### config.mk
export PLATFORM = sky130hd
export DESIGN_NAME = countermod7_sequencer_flat
export DESIGN_NICKNAME = d
export VERILOG_FILES = /design/src/rtl/countermod7_sequencer_if.sv /design/src/rtl/countermod7_sequencer.sv /design/src/flat_wrapper.sv
export SDC_FILE = /design/constraint.sdc
export NUM_CORES = 1
export LEC_CHECK = 0
export CELL_PAD_IN_SITES_DETAIL_PLACEMENT = 0
export CELL_PAD_IN_SITES_GLOBAL_PLACEMENT = 1
export CORE_MARGIN = 4
export CORE_UTILIZATION = 25
export DETAILED_ROUTE_END_ITERATION = 10
export MAX_ROUTING_LAYER = met4
export PLACE_DENSITY_LB_ADDON = 0.1
export SYNTH_ARGS = -nofsm -noshare
export SYNTH_HDL_FRONTEND = slang
export SYNTH_SLANG_ARGS = --single-unit
### constraint.sdc
create_clock -name clock -period 4.1 [get_ports clock]
set_clock_uncertainty 0.15 [all_clocks]
set_input_delay 0.82 -clock clock [delete_from_list [all_inputs] [get_ports clock]]
set_output_delay 0.82 -clock clock [all_outputs]
set_load 0.02 [all_outputs]
### src/rtl/countermod7_sequencer_if.sv
// rtl/countermod7_sequencer_if.sv - command, counter-feedback and status bundle for countermod7_sequencer
interface countermod7_sequencer_if #(
    parameter int LAP_W = 4
);
    logic             start;
    logic             stop;
    logic             step;
    logic [2:0]       counter_value;
    logic             enable;
    logic             wrap;
    logic [LAP_W-1:0] lap_count;
    logic [1:0]       state;
    logic             done;

    // Board/command side: issues commands, reports the counter value, observes status.
    modport master (
        output start, stop, step, counter_value,
        input  enable, wrap, lap_count, state, done
    );

    // Sequencer side.
    modport slave (
        input  start, stop, step, counter_value,
        output enable, wrap, lap_count, state, done
    );
endinterface

### src/rtl/countermod7_sequencer.sv
// rtl/countermod7_sequencer.sv - run/pause/step sequencer for a mod-7 counter (optional LAP_LIMIT_EN)
module countermod7_sequencer #(
    parameter int TICK_DIV = 4,
    parameter int MAX_LAPS = 3,
    parameter int LAP_W    = 4
) (
    input logic                   clock,
    input logic                   reset,
    countermod7_sequencer_if.slave bus
);
    localparam int TW = (TICK_DIV > 1) ? $clog2(TICK_DIV) : 1;
    localparam logic [TW-1:0]    TICK_LAST = TW'(TICK_DIV - 1);
    localparam logic [LAP_W-1:0] LAP_SAT   = '1;
    localparam logic [LAP_W:0]   LAP_LIMIT = (LAP_W + 1)'(MAX_LAPS);
`ifdef LAP_LIMIT_EN
    localparam bit LIMIT_ON = 1'b1;
`else
    localparam bit LIMIT_ON = 1'b0;
`endif

    typedef enum logic [1:0] {
        S_IDLE  = 2'b00,
        S_RUN   = 2'b01,
        S_PAUSE = 2'b10,
        S_STEP  = 2'b11
    } state_t;

    state_t           state_q;
    logic [TW-1:0]    tick_cnt;
    logic             enable_q;
    logic             wrap_q;
    logic             done_q;
    logic [LAP_W-1:0] lap_q;

    logic             wrap_hit;
    logic             limit_hit;
    logic [LAP_W:0]   lap_next_wide;

    // The counter advances on this edge from 6 to 0; 7 is never a wrap.
    always_comb begin
        wrap_hit      = enable_q && (bus.counter_value == 3'b110);
        lap_next_wide = {1'b0, lap_q} + (LAP_W + 1)'(1);
        limit_hit     = LIMIT_ON && wrap_hit && (lap_next_wide == LAP_LIMIT);
    end

    // Sequencer FSM, prescaler, wrap/lap tracking; every output is a register.
    always_ff @(posedge clock or posedge reset) begin
        if (reset) begin
            state_q  <= S_IDLE;
            tick_cnt <= '0;
            enable_q <= 1'b0;
            wrap_q   <= 1'b0;
            done_q   <= 1'b0;
            lap_q    <= '0;
        end else begin
            wrap_q   <= wrap_hit;
            done_q   <= limit_hit;
            enable_q <= 1'b0;

            if (wrap_hit && (lap_q != LAP_SAT)) begin
                lap_q <= lap_q + LAP_W'(1);
            end

            // The highest-priority command (stop > start > step) is chosen first;
            // if it is not legal in the current state, nothing happens.
            case (state_q)
                S_IDLE: begin
                    if (bus.stop) begin
                        state_q <= S_IDLE;
                    end else if (bus.start) begin
                        state_q  <= S_RUN;
                        tick_cnt <= '0;
                        lap_q    <= '0;
                    end else if (bus.step) begin
                        state_q  <= S_STEP;
                        enable_q <= 1'b1;
                    end
                end
                S_RUN: begin
                    if (bus.stop) begin
                        state_q <= S_PAUSE;
                    end else if (tick_cnt == TICK_LAST) begin
                        tick_cnt <= '0;
                        enable_q <= 1'b1;
                    end else begin
                        tick_cnt <= tick_cnt + TW'(1);
                    end
                end
                S_PAUSE: begin
                    if (bus.stop) begin
                        state_q  <= S_IDLE;
                        tick_cnt <= '0;
                    end else if (bus.start) begin
                        state_q <= S_RUN;
                    end else if (bus.step) begin
                        state_q  <= S_STEP;
                        enable_q <= 1'b1;
                    end
                end
                default: begin
                    state_q <= S_PAUSE;
                end
            endcase

            // Lap-limit auto-stop overrides both the command decode and the prescaler.
            if (limit_hit) begin
                state_q  <= S_IDLE;
                enable_q <= 1'b0;
            end
        end
    end

    assign bus.enable    = enable_q;
    assign bus.wrap      = wrap_q;
    assign bus.lap_count = lap_q;
    assign bus.state     = state_q;
    assign bus.done      = done_q;
endmodule

### src/flat_wrapper.sv
// flat-port wrapper written by rule: the top's interface ports become plain ports
module countermod7_sequencer_flat 
#(
    parameter int TICK_DIV = 4,
    parameter int MAX_LAPS = 3,
    parameter int LAP_W    = 4
)
  (clock, reset, bus_start, bus_stop, bus_step, bus_counter_value, bus_enable, bus_wrap, bus_lap_count, bus_state, bus_done);
  countermod7_sequencer_if #(.LAP_W(LAP_W)) bus_i ();
  input logic clock;
  input logic reset;
  input wire logic [$bits(bus_i.start)-1:0] bus_start;
  input wire logic [$bits(bus_i.stop)-1:0] bus_stop;
  input wire logic [$bits(bus_i.step)-1:0] bus_step;
  input wire logic [$bits(bus_i.counter_value)-1:0] bus_counter_value;
  output wire logic [$bits(bus_i.enable)-1:0] bus_enable;
  output wire logic [$bits(bus_i.wrap)-1:0] bus_wrap;
  output wire logic [$bits(bus_i.lap_count)-1:0] bus_lap_count;
  output wire logic [$bits(bus_i.state)-1:0] bus_state;
  output wire logic [$bits(bus_i.done)-1:0] bus_done;
  assign bus_i.start = bus_start;
  assign bus_i.stop = bus_stop;
  assign bus_i.step = bus_step;
  assign bus_i.counter_value = bus_counter_value;
  assign bus_enable = bus_i.enable;
  assign bus_wrap = bus_i.wrap;
  assign bus_lap_count = bus_i.lap_count;
  assign bus_state = bus_i.state;
  assign bus_done = bus_i.done;
  countermod7_sequencer #(.TICK_DIV(TICK_DIV), .MAX_LAPS(MAX_LAPS), .LAP_W(LAP_W)) u_core (.clock(clock), .reset(reset), .bus(bus_i));
endmodule
==> flow_metrics.tcl, run 1 <==
set metrics [dict create \
    grt_pass1_vias 368 \
    io_buffers 15 \
    switching_share 0.273 \
    ys_seq_area_frac 0.467 \
    hp-class "register to register" \
    coreArea_um2 2000 \
    intPower_w 0.000187 \
    finalSetupViolCount 0 \
    cts_setup_buffers 0 \
    slew_headroom 0.618 \
    vias_per_cell 4.71 \
    cp.depth 1 \
    p_seq_frac 0.457 \
    p_leak_nw 0.325 \
    instances_no_fill 94 \
    cts.clk_slew.worst_paths_ns 0.08 \
    synth.cell_area_um2 536 \
    synth_warnings 0 \
    crit_path_top_delay_cell "clkdlybuf4s50_1" \
    regToRegEndpoint "u_core.bus.lap_count[0]" \
    ys_async_sr_fraction 1.00 \
    antenna_found_initial 0 \
    cts_root_buf "clkbuf_4" \
    final_layout_size_suffix_gt1_frac 0.119 \
    dieArea_um2 2950 \
    synthTopCellsByArea "dfrtp_1 (47%), ha_1 (4.7%), nand4b_4 (4.4%), a32o_1 (3.7%), nor3_1 (3.7%)" \
    cts_buffer_depth 2 \
    area_growth_pct 38.8 \
    worstSetupPathType "register to output pin" \
    syn_nets 60 \
    cts_resized 0 \
    avgSynthCellArea_um2 10.7 \
    yosysTopAreaCell "dfrtp_1" \
    clk_latency_ns 0.27 \
    power_density_nw_per_um2 346 \
    clock_sinks 10 \
    ioPinCount 17 \
    status "finished, final reports clean" \
    crit_path_max_fanout 13 \
    cp.arrival_ns 1.52 \
    fin_crit_ns 2.49 \
    wirelength_um 1140 \
    drc 0 \
    worst_pin_slew_ns 0.566 \
    holdBufCountCts 0 \
    end_kind "output pin" \
    cp.required_ns 3.13 \
    cap_viol_max_count 0 \
    h-tree-depth 1 \
    p_sw_w 0.0000702 \
    grt_start_max_net_pins 14 \
    fin_crit_sh 0.608 \
    ant_nets 0 \
    overflow 0 \
    place.gp.congestion 0.705 \
    r2r_slack_ns 2.49 \
    peakVddDrop_mv 0.148 \
    post-route-util 0.371 \
    numCtsBuffers 3 \
    die_w_um 54.3 \
    cp-startpoint "u_core.bus.state[0]" \
    path_cells "clkdlybuf4s50_1" \
    grt_pass1_wl_um 1840 \
    final_cell_mix "clkdlybuf4s50_1 (15), dfrtp_1 (10), nor3_1 (4)" \
    rsz0062_at_grt "no" \
    post-dp-hpwl_um 862 \
    drt-wirelength-per-cell_um 12.1 \
    setup_tns_ns 0 \
    syn_inst 50 \
    path_delay_family "buffers and inverters" \
    critPathBufInv 1 \
    synth_edf_count 0 \
    first_pass_iters 5 \
    reg2reg_from "u_core.bus.lap_count[0]" \
    dieHeight_um 54.3 \
    p_comb_frac 0.182 \
    drt-initial-drc-count 10 \
    maxSlewViolCount 0 \
    synth.top_cell.area_share 0.467 \
    fin_hold_ws_ns 0.352 \
    cts_tree "done" \
    num_antenna_cells 0 \
    num_rows 16 \
    start_util 0.268 \
    hold_viol 0 \
    placed_cells 90 \
    nNetsFinal 78 \
    clock.fmax_mhz 401 \
    synth.distinct_cells 27 \
    ys_seq_elements 10 \
    synth_flop_cell "dfrtp_1" \
    cp_slowest_stage_delay_ns 0.68 \
    mostFrequentLayoutCell "clkdlybuf4s50_1" \
    cp-start-kind "register" \
    endpoint "bus_state[0]" \
    power_w 0.000257 \
    pwr-share-clk 0.361 \
    grt.total_usage 0.0937 \
    vias 443 \
    r2r_cells 4 \
]
-- how the worst min path moves through the flow --
stage	startpoint	end	slack, ns	depth (start not counted)
5_1_grt	u_core.tick_cnt[1]	u_core.tick_cnt[1]	0.39	1
2_1_floorplan	u_core.tick_cnt[1]	u_core.tick_cnt[1]	0.32	1
6_report	u_core.tick_cnt[1]	u_core.tick_cnt[1]	0.35	1
4_1_cts	u_core.tick_cnt[1]	u_core.tick_cnt[1]	0.36	1
3_5_place_dp	u_core.tick_cnt[1]	u_core.tick_cnt[1]	0.34	1
3_3_place_gp	u_core.tick_cnt[1]	u_core.tick_cnt[1]	0.34	1
-- cells in the mapped netlist, drive strengths merged (2+ instances only) --
| cell type | count |
|---|---|
| a32o | 2 |
| dfrtp | 10 |
| a2bb2oi | 2 |
| a211oi | 2 |
| nand2 | 3 |
| inv | 2 |
| nor2 | 3 |
| a21oi | 3 |
| ha | 2 |
| buf | 2 |
| nor3 | 4 |
-- metal layers --
layer | GRT usage | vias up | wire [um]
li1 | - | 221 | -
met5 | - | - | 0
met3 | 0.0409 | 2 | 72
met1 | 0.124 | 208 | 573
met2 | 0.118 | 12 | 487
met4 | 0.0498 | 0 | 8
-- final cells by class --
cell class              count  area, um^2
clock buffers               4        36.3
multi-input cells          36         265
well taps                  27        33.8
inverters                   2        7.51
flip-flops and latches     10         250
fillers                   199        1260
repair buffers             15         150
-- per-stage QoR --
| step | instance area, um^2 | worst slack [ns] |
|---|---|---|
| floorplan | 536 | 2.35 |
| global placement | 707 | 1.74 |
| detailed placement | 707 | 1.74 |
| CTS | 743 | 1.59 |
| global route | 743 | 1.53 |
| finish | 743 | 1.61 |
-- registers in the layout, summed over array words and instances, names as in the netlist --
register,flops
u_core.bus.enable,1
u_core.bus.wrap,1
u_core.tick_cnt,2
u_core.bus.lap_count,4
u_core.bus.state,2
-- logic make-up after synthesis --
kind of cell,Yosys count,share of synthesized area
compound gates,13,0.189
fa+ha+maj,2,0.0467
buf+inv,4,0.0374
flops,10,0.467
other cells,1,0.00700
simple gates,20,0.252
-- power by group through the flow --
| stage | sequential [W] | clock (W) | combinational (W) |
|---|---|---|---|
| after CTS | 0.000118 | 0.0000951 | 0.0000473 |
| after detailed placement | 0.000120 | 0 | 0.0000471 |
| after floorplan | 0.000121 | 0 | 0.0000251 |
| after global placement | 0.000120 | 0 | 0.0000476 |
| after global routing | 0.000119 | 0.000102 | 0.0000520 |
| final | 0.000117 | 0.0000927 | 0.0000467 |
(Power assumes the default switching activity.)
==> inputs of run 2 (changes only) <==
clock period = 2.2 ns   (was 4.1 ns; I/O delays follow)
==> run 2 against run 1 <==
Against the previous run: hold slack lost 0.050 ns; total power grew 85%; final cell count grew 2.1%; first-iteration DRC count shrank 100%; largest cell class unchanged; largest power group unchanged.
==> flow_metrics.tcl, run 2 (synthesized netlist as in run 1, its figures left out) <==
set metrics [dict create \
    cp-start-kind "register" \
    num_rows 16 \
    place.gp.congestion 0.695 \
    clock_sinks 10 \
    coreArea_um2 2000 \
    maxSlewViolCount 0 \
    cts.clk_slew.worst_paths_ns 0.07 \
    drt-initial-drc-count 0 \
    critPathBufInv 1 \
    ioPinCount 17 \
    fin_ws_ns 0.274 \
    area_growth_pct 41.6 \
    holdBufCountCts 0 \
    cts_buffer_depth 2 \
    dpl_worst_slack_ns 0.222 \
    vias 444 \
    grt.total_usage 0.0956 \
    power_density_nw_per_um2 627 \
    end_kind "output pin" \
    dieHeight_um 54.3 \
    cp_slowest_stage_delay_ns 0.64 \
    setup_tns_ns 0 \
    path_cells "clkdlybuf4s50_1" \
    reg2reg_from "u_core.bus.lap_count[0]" \
    start_util 0.268 \
    p_leak_nw 0.335 \
    drt-wirelength-per-cell_um 12.0 \
    fin_crit_ns 1.93 \
    h-tree-depth 1 \
    final_layout_size_suffix_gt1_frac 0.145 \
    final_cell_mix "clkdlybuf4s50_1 (15), dfrtp_1 (10), nor3_1 (4)" \
    path_delay_family "buffers and inverters" \
    cp.arrival_ns 1.34 \
    crit_path_max_fanout 7 \
    grt_start_max_net_pins 13 \
    finalSetupViolCount 0 \
    cts_resized 0 \
    clock.fmax_mhz 519 \
    post-dp-hpwl_um 896 \
    worstSetupPathType "register to output pin" \
    dieArea_um2 2950 \
    cap_viol_max_count 0 \
    fin_crit_sh 0.876 \
    die_w_um 54.3 \
    grt_pass1_wl_um 1910 \
    first_pass_iters 1 \
    io_buffers 15 \
    drc 0 \
    numCtsBuffers 3 \
    antenna_found_initial 0 \
    rsz0062_at_grt "no" \
    num_antenna_cells 0 \
    hp-class "input pin to asynchronous set/reset pin" \
    mostFrequentLayoutCell "clkdlybuf4s50_1" \
    overflow 0 \
    clk_latency_ns 0.26 \
    cp.required_ns 1.61 \
    cts_setup_buffers 0 \
    grt_pass1_vias 419 \
    status "finished, final reports clean" \
    cts_tree "done" \
    nNetsFinal 80 \
    hold_viol 0 \
    peakVddDrop_mv 0.516 \
    cp-startpoint "u_core.bus.state[1]" \
    largest_reg_flops 4 \
    ant_nets 0 \
    crit_path_top_delay_cell "clkdlybuf4s50_1" \
    wirelength_um 1150 \
    cts_root_buf "clkbuf_4" \
    vias_per_cell 4.63 \
]
run 2: where the power goes:
group	switching, W	internal (W)
clock network	0.0000652	0.000100
logic	0.0000449	0.0000511
registers	0.0000142	0.000200
total	0.000124	0.000351
run 2: worst reg2reg max path, stage by stage, from the launching register on:
cell     delay [ns]
dfrtp_1        0.43
ha_1           0.26
and3_1         0.24
or3_1          0.31
a21oi_1        0.14
run 2: stage by stage:
| stage | util | instances | hold slack (ns) | area, um^2 | power (W) |
|---|---|---|---|---|---|
| after floorplan | - | 50 | 0.130 | 536 | 0.000272 |
| after global placement | 0.361 | 92 | 0.337 | 722 | 0.000316 |
| after detailed placement | 0.361 | 92 | 0.340 | 722 | 0.000316 |
| after CTS | 0.379 | 96 | 0.326 | 758 | 0.000486 |
| after global routing | 0.379 | 96 | 0.325 | 758 | 0.000508 |
| final | 0.379 | 96 | 0.302 | 758 | 0.000475 |
run 2: final cells by class:
| class | count | area [um^2] |
|---|---|---|
| clock buffer | 4 | 36.3 |
| timing repair buffer | 17 | 165 |
| fill | 219 | 1240 |
| multi-input combinational | 36 | 265 |
| tap | 27 | 33.8 |
| sequential | 10 | 250 |
| inverter | 2 | 7.51 |
run 2: path summary, 6_finish.rpt:
| check | endpoint | slack [ns] | cells after the start |
|---|---|---|---|
| worst max-delay path | bus_state[1] | 0.27 | 1 |
| worst min-delay path | u_core.bus.state[0] | 0.30 | 2 |
| min in group clock | u_core.tick_cnt[1] | 0.35 | 1 |
| worst min register to register | u_core.tick_cnt[1] | 0.35 | 1 |
| worst max register to register | u_core.bus.lap_count[0] | 0.60 | 4 |
| max in group asynchronous | u_core.tick_cnt[1] | 1.31 | 2 |
run 2: per-layer routing:
metal | share of wire | up-vias | track usage
met3 | 0.079 | 0 | 0.0545
li1 | - | 226 | -
met5 | 0 | - | -
met2 | 0.47 | 10 | 0.143
met4 | 0 | 0 | 0.0124
met1 | 0.45 | 208 | 0.114
